==> src/rtl/dec_pkg.sv <==
// Shared types and sizes for the 5->32 strobe decoder.
package dec_pkg;
  localparam int CODE_W  = 5;
  localparam int N_LINES = 32;

  typedef enum logic [1:0] {IDLE, PULSE, GAP} state_t;

  typedef struct packed {
    logic [CODE_W-1:0] code_n;
    logic              gs_n;
  } word_t;
endpackage

==> src/rtl/decoder5_32_core.sv <==
// Combinational complemented-code to active-low one-hot decoder, built as two
// 16-line halves with the upper index bit acting as the half enable.
module decoder5_32_core
  import dec_pkg::*;
(
  input  logic [CODE_W-1:0]  code_n,
  output logic [N_LINES-1:0] y_n
);
  logic [CODE_W-1:0] idx;
  logic [1:0][15:0]  half_n;

  assign idx = ~code_n;

  for (genvar h = 0; h < 2; h++) begin : g_half
    always_comb begin
      half_n[h] = '1;
      if (idx[4] == 1'(h)) half_n[h][idx[3:0]] = 1'b0;
    end
  end

  assign y_n = half_n;
endmodule

==> src/rtl/strobe_decoder5_32.sv <==
// Timed one-hot strobe generator: accepts complemented codes over valid/ready,
// buffers one word while a strobe/gap is in flight, and drives registered y_n.
module strobe_decoder5_32
  import dec_pkg::*;
#(
  parameter int PULSE_LEN = 4,
  parameter int GAP_LEN   = 1
) (
  input  logic               clk,
  input  logic               rst_n,
  input  logic               en_n,
  input  logic               in_valid,
  output logic               in_ready,
  input  logic [CODE_W-1:0]  code_n,
  input  logic               gs_n,
  output logic [N_LINES-1:0] y_n,
  output logic               busy,
  output logic               done,
  output logic               empty_p
);
  localparam int MAX_LEN = (PULSE_LEN > GAP_LEN) ? PULSE_LEN : GAP_LEN;
  localparam int CNT_W   = $clog2(MAX_LEN + 1);
  localparam logic [CNT_W-1:0] P_LOAD = CNT_W'(PULSE_LEN - 1);
  localparam logic [CNT_W-1:0] G_LOAD = CNT_W'(GAP_LEN - 1);

  state_t             state, state_nx;
  logic [CNT_W-1:0]   cnt, cnt_nx;
  logic               hold_valid, hold_valid_nx;
  word_t              hold, hold_nx;
  word_t              in_word, launch;
  logic               launch_en, xfer;
  logic [N_LINES-1:0] dec_n, y_nx;
  logic               done_nx, empty_nx;

  assign in_ready = ~en_n & ~hold_valid;
  assign xfer     = in_valid & in_ready;
  assign in_word  = '{code_n: code_n, gs_n: gs_n};
  assign busy     = (state != IDLE) | hold_valid;

  decoder5_32_core u_core (
    .code_n (launch.code_n),
    .y_n    (dec_n)
  );

  always_ff @(posedge clk or negedge rst_n) begin
    if (!rst_n) begin
      state      <= IDLE;
      cnt        <= '0;
      hold_valid <= 1'b0;
      hold       <= '0;
      y_n        <= '1;
      done       <= 1'b0;
      empty_p    <= 1'b0;
    end else begin
      state      <= state_nx;
      cnt        <= cnt_nx;
      hold_valid <= hold_valid_nx;
      hold       <= hold_nx;
      y_n        <= y_nx;
      done       <= done_nx;
      empty_p    <= empty_nx;
    end
  end

  // cnt holds the cycles remaining in the current phase after this one
  always_comb begin
    state_nx      = state;
    cnt_nx        = cnt;
    hold_valid_nx = hold_valid;
    hold_nx       = hold;
    launch        = in_word;
    launch_en     = 1'b0;
    if (en_n) begin
      state_nx      = IDLE;
      cnt_nx        = '0;
      hold_valid_nx = 1'b0;
    end else begin
      unique case (state)
        IDLE: launch_en = xfer;
        PULSE: begin
          if (cnt != '0) cnt_nx = cnt - 1'b1;
          else begin
            state_nx = GAP;
            cnt_nx   = G_LOAD;
          end
          if (xfer) begin
            hold_valid_nx = 1'b1;
            hold_nx       = in_word;
          end
        end
        GAP: begin
          if (cnt != '0) begin
            cnt_nx = cnt - 1'b1;
            if (xfer) begin
              hold_valid_nx = 1'b1;
              hold_nx       = in_word;
            end
          end else if (hold_valid) begin
            launch        = hold;
            launch_en     = 1'b1;
            hold_valid_nx = 1'b0;
          end else if (xfer) begin
            launch_en = 1'b1;
          end else begin
            state_nx = IDLE;
          end
        end
        default: state_nx = IDLE;
      endcase
      // An empty word takes no strobe time, so it lands straight in IDLE
      if (launch_en) begin
        state_nx = launch.gs_n ? IDLE : PULSE;
        cnt_nx   = launch.gs_n ? '0 : P_LOAD;
      end
    end
  end

  always_comb begin
    y_nx     = '1;
    done_nx  = 1'b0;
    empty_nx = 1'b0;
    if (!en_n) begin
      if (launch_en) begin
        if (launch.gs_n) empty_nx = 1'b1;
        else begin
          y_nx    = dec_n;
          done_nx = (P_LOAD == '0);
        end
      end else if (state == PULSE && cnt != '0) begin
        y_nx    = y_n;
        done_nx = (cnt == CNT_W'(1));
      end
    end
  end
endmodule

==> config.mk <==
export PLATFORM = sky130hd
export DESIGN_NAME = strobe_decoder5_32
export DESIGN_NICKNAME = d
export VERILOG_FILES = /design/src/rtl/dec_pkg.sv /design/src/rtl/decoder5_32_core.sv /design/src/rtl/strobe_decoder5_32.sv
export SDC_FILE = /design/constraint.sdc
export NUM_CORES = 1
export LEC_CHECK = 0
export ABC_AREA = 1
export BUFFER_PORTS_ARGS = -buffer_cell sky130_fd_sc_hd__buf_2
export CORE_AREA = 2 2 70 72
export CTS_CLUSTER_SIZE = 25
export DETAILED_ROUTE_END_ITERATION = 16
export DIE_AREA = 0 0 72 74
export GPL_TIMING_DRIVEN = 0
export PLACE_DENSITY = 0.78
export SLEW_MARGIN = 25
export SYNTH_ARGS = -nofsm -noshare
export SYNTH_HDL_FRONTEND = slang
export SYNTH_SLANG_ARGS = --single-unit
==> constraint.sdc <==
create_clock -name clk -period 2.2 [get_ports clk]
set_clock_uncertainty 0.15 [all_clocks]
set_input_delay 0.11 -clock clk [delete_from_list [all_inputs] [get_ports clk]]
set_output_delay 0.11 -clock clk [all_outputs]
set_load 0.005 [all_outputs]
# [Word-level counts from Yosys, hierarchy flattened]
# Cells that the tools add are included.
[classes] n_reduce_logical=11 n_eq_ne=11 n_lt_le_gt_ge=2 add_sub_neg=1 bitwise=7 n_mux=46
[ops] operator="$mux 32" count=4
[ops] operator="$mux 6" count=7
[ops] operator="$mux 16" count=2
[ops] operator="$ne 4x4->1 const B" count=5
[ops] operator="$mux 1" count=16
[ops] operator="$not 16->16" count=1
[ops] operator="$mux 2" count=7
[ops] operator="$mux 3" count=4
[ops] operator="$pmux 6 s2" count=1
[ops] operator="$ne 3x3->1 const B" count=2
[ops] operator="$pmux 2 s3" count=1
[ops] operator="$pmux 3 s2" count=1
[ops] operator="$reduce_bool 3->1" count=2
[ops] operator="$lt 4x5->1 const B" count=1
[ops] operator="$not 5->5" count=1
[ops] operator="$reduce_and 5->1" count=1
[ops] operator="$demux 1 s4" count=1
[ops] operator="$ge 4x1->1 const B" count=1
[ops] operator="$pmux 1 s2" count=2
[ops] operator="$reduce_bool 2->1" count=2
[ops] operator="$reduce_bool 4->1" count=1
[ops] operator="$eq 3x1->1 const B" count=1
[ops] operator="$reduce_and 3->1" count=1
[ops] operator="$sub 3x1->3 const B" count=1
[ops] operator="other kinds (9)" count=12
[word_totals] register_bits=46 out_inout_bits=36 input_bits=10

# [Longest topological paths before layout]
[logic_depth] depth_word=15 mapped_depth=11 mapped_depth_nobuf=11

# [Modules after synthesis]
# A second synthesis with hierarchy kept.
[unflattened] cells_unflattened=313 hier_area_um2=2476.1
[by_module_without_submodules] mod="strobe_decoder5_32" n_inst=1 seq_area_each_um2=1191.1 cells_each=262 area_per_inst_um2=2220.9
[by_module_without_submodules] mod="decoder5_32_core" n_inst=1 seq_area_each_um2=0.0 cells_each=51 area_per_inst_um2=255.2

# [Worst setup path after synthesis]
# Ideal clock, no wire load.
[synth_timing] path_type="register to register" from="reg cnt[0]" to="reg y_n[16]" stages_incl_launch_ff=12 n_path_buf=1 t_arrival_ns=1.749 setup_slack_ns=0.220 setup_time_ns=0.081 required_ns=1.969 path_cell_list="dfrtp_1 > inv_1 > ha_1 > ha_1 > nand2_4 > nor2_8 > nand3_2 > nand2_4 > nand2_4 > nor2_4 > buf_12 > a21oi_2"
[synth_between] elab_chain_len=15
[synth_lines] item="from (decl)" line_no="strobe_decoder5_32.sv:27" source="logic [CNT_W-1:0] cnt, cnt_nx;"
[synth_lines] item="from (signal assigned)" line_no="strobe_decoder5_32.sv:56" source="cnt <= cnt_nx;"
[synth_lines] item="$reduce_bool 3->1 *" line_no="strobe_decoder5_32.sv:92, strobe_decoder5_32.sv:129"
[synth_lines] item="$mux 6" line_no="strobe_decoder5_32.sv:92" source="if (cnt != '0) begin"
[synth_lines] item="$mux 6" line_no="strobe_decoder5_32.sv:78" source="unique case (state)"
[synth_lines] item="$mux 6 (2 in a row)" line_no="strobe_decoder5_32.sv:73" source="if (en_n) begin"
[synth_lines] item="$not 5->5" line_no="decoder5_32_core.sv:12" source="assign idx = ~code_n;"
[synth_lines] item="$lt 4x5->1 (not written as such) / $ge 4x1->1 (equally long branches)" line_no="decoder5_32_core.sv:17" source="if (idx[4] == 1'(h)) half_n[h][idx[3:0]] = 1'b0;"
[synth_lines] item="$logic_and 1x1->1 (not written as such)" line_no="decoder5_32_core.sv:17"
[synth_lines] item="$mux 1 (not written as such)" line_no="decoder5_32_core.sv:17"
[synth_lines] item="$demux 1 s4"
[synth_lines] item="$not 16->16 (no source line)"
[synth_lines] item="$mux 16" line_no="decoder5_32_core.sv:17"
[synth_lines] item="$mux 32" line_no="strobe_decoder5_32.sv:124" source="if (launch.gs_n) empty_nx = 1'b1;"
[synth_lines] item="$mux 32" line_no="strobe_decoder5_32.sv:123" source="if (launch_en) begin"
[synth_lines] item="$mux 32" line_no="strobe_decoder5_32.sv:122" source="if (!en_n) begin"
[synth_lines] item="to (signal assigned)" line_no="strobe_decoder5_32.sv:59" source="y_n <= y_nx;"
[synth_lines] item="to (decl)" line_no="strobe_decoder5_32.sv:16" source="output logic [N_LINES-1:0] y_n,"
# Mark *: on every way between the ends. The rest lies on a longest branch, timed or not. The select of a mux whose other input is x is not followed.
# A chain may end at the register's enable or synchronous reset.

# [Final worst setup path]
[layout_timing] from="reg cnt[0]" to="reg y_n[27]"
# Same word-level chain as after synthesis.

==> metrics.md <==
| Metric | Value |
|---|---|
| Post-Synthesis Net Count | 294 |
| Placed Instances | 375 |
| Synth Cell Area | 2450 um2 |
| Count of final hold-check violations | 0 |
| Vias in the first global route | 1831 |
| DRC errors left | 0 |
| Final Cell Area | 3010 um2 |
| Tightest Pin Transition | 569 ps |
| Pre-CTS WS | -71.9 ps |
| Insertion delay to the later sink of the worst-skew pair | 300 ps |
| Ys async rst share | 1.00 |
| Layout net count | 357 |
| Via count | 2011 |
| Syn Inst Count | 276 |
| Buffers plus inverters on the worst setup path | 2 |
| Startpoint type of the worst setup path | flop |
| Sequential area share after synthesis | 0.486 |
| CTS clk-pin slew, worst paths | 80 ps |
| Fmax | 0.481 GHz |
| Core box area | 4600 um2 |
| Io pins | 46 |
| Setup-failing EPs final | 0 |
| CTS Sinks | 46 |
| Final ANT Viol Nets | 0 |
| Synth top area share | 0.343 |
| Die width | 72 um |
| RR Startpoint | cnt[0]$_DFFE_PN0P_ |
| Fin crit share | 0.945 |
| Initial antenna violation count | 0 |
| Min Tclk post-route | 2080 ps |
| Most frequent cells after synthesis | nor2_1, nand2_1, dfstp_2, inv_1, a21oi_1 |
| WS Path Type | flop to flop |
| Synth top area cells | dfstp_2, dfrtp_1, nor2_1 |
| Largest net degree at the start of global routing | 47 |
| FP Rows | 25 |
| GR Util All Layers | 0.206 |
| Util after Layout | 0.654 |
| Final WS setup | 121 ps |
| CTS Buf Count | 5 |
| Die Y | 74 um |
| Layout area overhead | 22.7% |
| Seq cells post-synth | 46 |
| Drt first pass iters | 4 |
| WP data arrival | 2160 ps |
| Crit. End Element | flop |
| Critical path's largest stage delay | 420 ps |
| Status | finished, final reports clean |
| Fill count | 371 |
| Area of the die | 5330 um2 |
| Initial DRC count | 103 |
| Synth area leader | dfstp_2 |
| Worst setup startpoint | cnt[0]$_DFFE_PN0P_ |
| Dpl hpwl | 3.70 mm |
| Count leader, synth | nor2_1 |
| Root Driver | clkbuf_8 |
| Hold Path Origin | in_valid |
| Power density over the cells | 625 nW/um2 |
| Peak supply drop | 0.381 mV |
| First-pass GRT wire length | 8.45 mm |
| CTS H-tree lvls | 2 |
| Final Hold Slack | 134 ps |
| Buffers on Ports | 45 |
| Area post-placement | 2740 um2 |
| TritonCTS clock tree | built |
| Synth warn | 0 |
| Worst min-delay path category | primary input to flop |
| Yosys cell types | 32 |
| Vias/cell | 5.10 |
| Max-slew headroom | 0.621 |
| Final GP Congestion | 0.827 |
| CP max stage cell | dfrtp_1 |
| Avg Cell Area, Syn | 8.88 um2 |
| CP Cell Sequence | inv_1, ha_2, ha_4, nand2_4, nor2_8, nand3_2, nand2_4, nand2_4, nor2_4, buf_12, a21oi_2 |
| Dominant synthesized flop cell | dfstp_2 |
| Leak | 1.32 nW |
| Initial core utilization | 0.533 |
| Layout cell share with drive strength beyond 1 | 0.412 |
| EDFF count, synth | 0 |
| Largest delay share family, worst path | simple AND/OR/NAND/NOR gates |
| Critical path required time | 2280 ps |
| Worst-path fanout max | 10 |
| RSZ-0062 raised after global routing | yes |
| Slew Viols, Final | 0 |
| Overflow after GRT | 0 |
| Fin cells | 394 |
| Clk buf depth | 2 |
| Routed Wire Length | 5.07 mm |
| Avg WL per Cell | 12.9 um |
| Maximum Capacitance Violations | 0 |
| Critical path's most frequent cell | nand2_4 |
| Antenna cells | 0 |
[worst register-to-register path: cells and delay by family, from the launching register on]
| kind | cells | cell delay [ps] |
|---|---|---|
| buffers and inverters | 2 | 250 |
| flip-flops | 1 | 420 |
| AND/OR/NAND/NOR | 6 | 720 |
| adder cells (fa/ha/maj) | 2 | 410 |
| AO/OA/AOI/OAI | 1 | 60 |
[cells by family after synthesis]
logic type / count (synthesis) / synth area share
adders and majority gates: 8 / 0.0409
and+or+nand+nor: 138 / 0.266
AOI/OAI and AO/OA: 48 / 0.132
DFF: 46 / 0.486
buffers and inverters: 36 / 0.0746
[timing repair]
item                       in CTS  in global routing
hold buffers                    8                  0
gates cloned                    0                  0
resized for setup               1                 12
pin swaps                       0                  2
setup buffers                   0                  3
hold endpoints to repair       21                  0
setup endpoints to repair      24                 32
[per-stage QoR]
stage	TNS, ps	total power, mW
2_1_floorplan	0	1.20
3_3_place_gp	-254	1.29
3_5_place_dp	-1330	1.30
4_1_cts	0	1.86
5_1_grt	-22.3	1.99
6_report	0	1.88
[placed cells by master (no fill, tap or decap)]
master	Yosys	routed
ha_4	0	1
o211ai_1	1	1
buf_12	1	2
clkinv_2	0	1
inv_2	1	1
inv_4	1	2
nand2_2	2	3
nand2_1	51	50
a21oi_4	1	1
nand2_4	3	3
nor2_1	55	48
nor2_2	2	9
dfrtp_1	14	14
nand3_4	1	2
ha_2	0	1
o21ai_0	8	8
nor2_4	3	3
o21ai_2	2	2
buf_2	2	46
nor3_1	1	1
buf_6	2	2
a21oi_2	13	13
nor2_8	1	1
nand3_2	2	1
dfstp_2	32	32
a211oi_1	1	1
nand4_4	0	1
nand3b_1	1	1
inv_1	26	26
ha_1	8	6
o21ai_4	1	1
a21oi_1	21	21
buf_4	3	6
nand4_1	3	3
nand3_1	12	12
dlygate4sd3_1	0	8
clkbuf_8	0	6
[final timing paths]
kind | endpoint | slack (ps) | cells past startpoint
hold reg to reg | cnt[1]$_DFFE_PN0P_ | 350 | 2
setup / recovery | y_n[27]$_DFFE_PN1P_ | 120 | 11
setup reg to reg | y_n[27]$_DFFE_PN1P_ | 120 | 11
hold / removal | state[0]$_DFFE_PN0P_ | 130 | 5
min in group asynchronous | state[0]$_DFFE_PN0P_ | 190 | 2
max in group asynchronous | y_n[17]$_DFFE_PN1P_ | 1320 | 2
[per-layer routing]
layer | track usage | part of all wire | wire (um)
met5 | 0 | 0 | 0
met4 | 0.0650 | 0.0099 | 50
met3 | 0.0528 | 0.047 | 237
met2 | 0.345 | 0.49 | 2490
met1 | 0.265 | 0.45 | 2290
[power by group]
| part | total [mW] | internal, mW | switching [mW] |
|---|---|---|---|
| sequential | 0.968 | 0.916 | 0.0524 |
| combinational | 0.372 | 0.144 | 0.228 |
| clock | 0.537 | 0.253 | 0.283 |
[flip-flops by register name, indices dropped and copies added, names as in the netlist]
name / flops
y_n: 32
done: 1
state: 2
hold_valid: 1
cnt: 3
hold: 6
empty_p: 1
[area by class of cell]
type                       count  area [um2]  share of cell area
inverter                      28         108              0.0358
tap                           54        67.6              0.0225
buffer                         8        75.1              0.0250
clock buffer                   6        82.6              0.0275
timing repair buffer          56         343               0.114
multi-input combinational    194        1130               0.375
sequential                    46        1190               0.396
clock inverter                 2        11.3             0.00375
(Power assumes the default switching activity.)
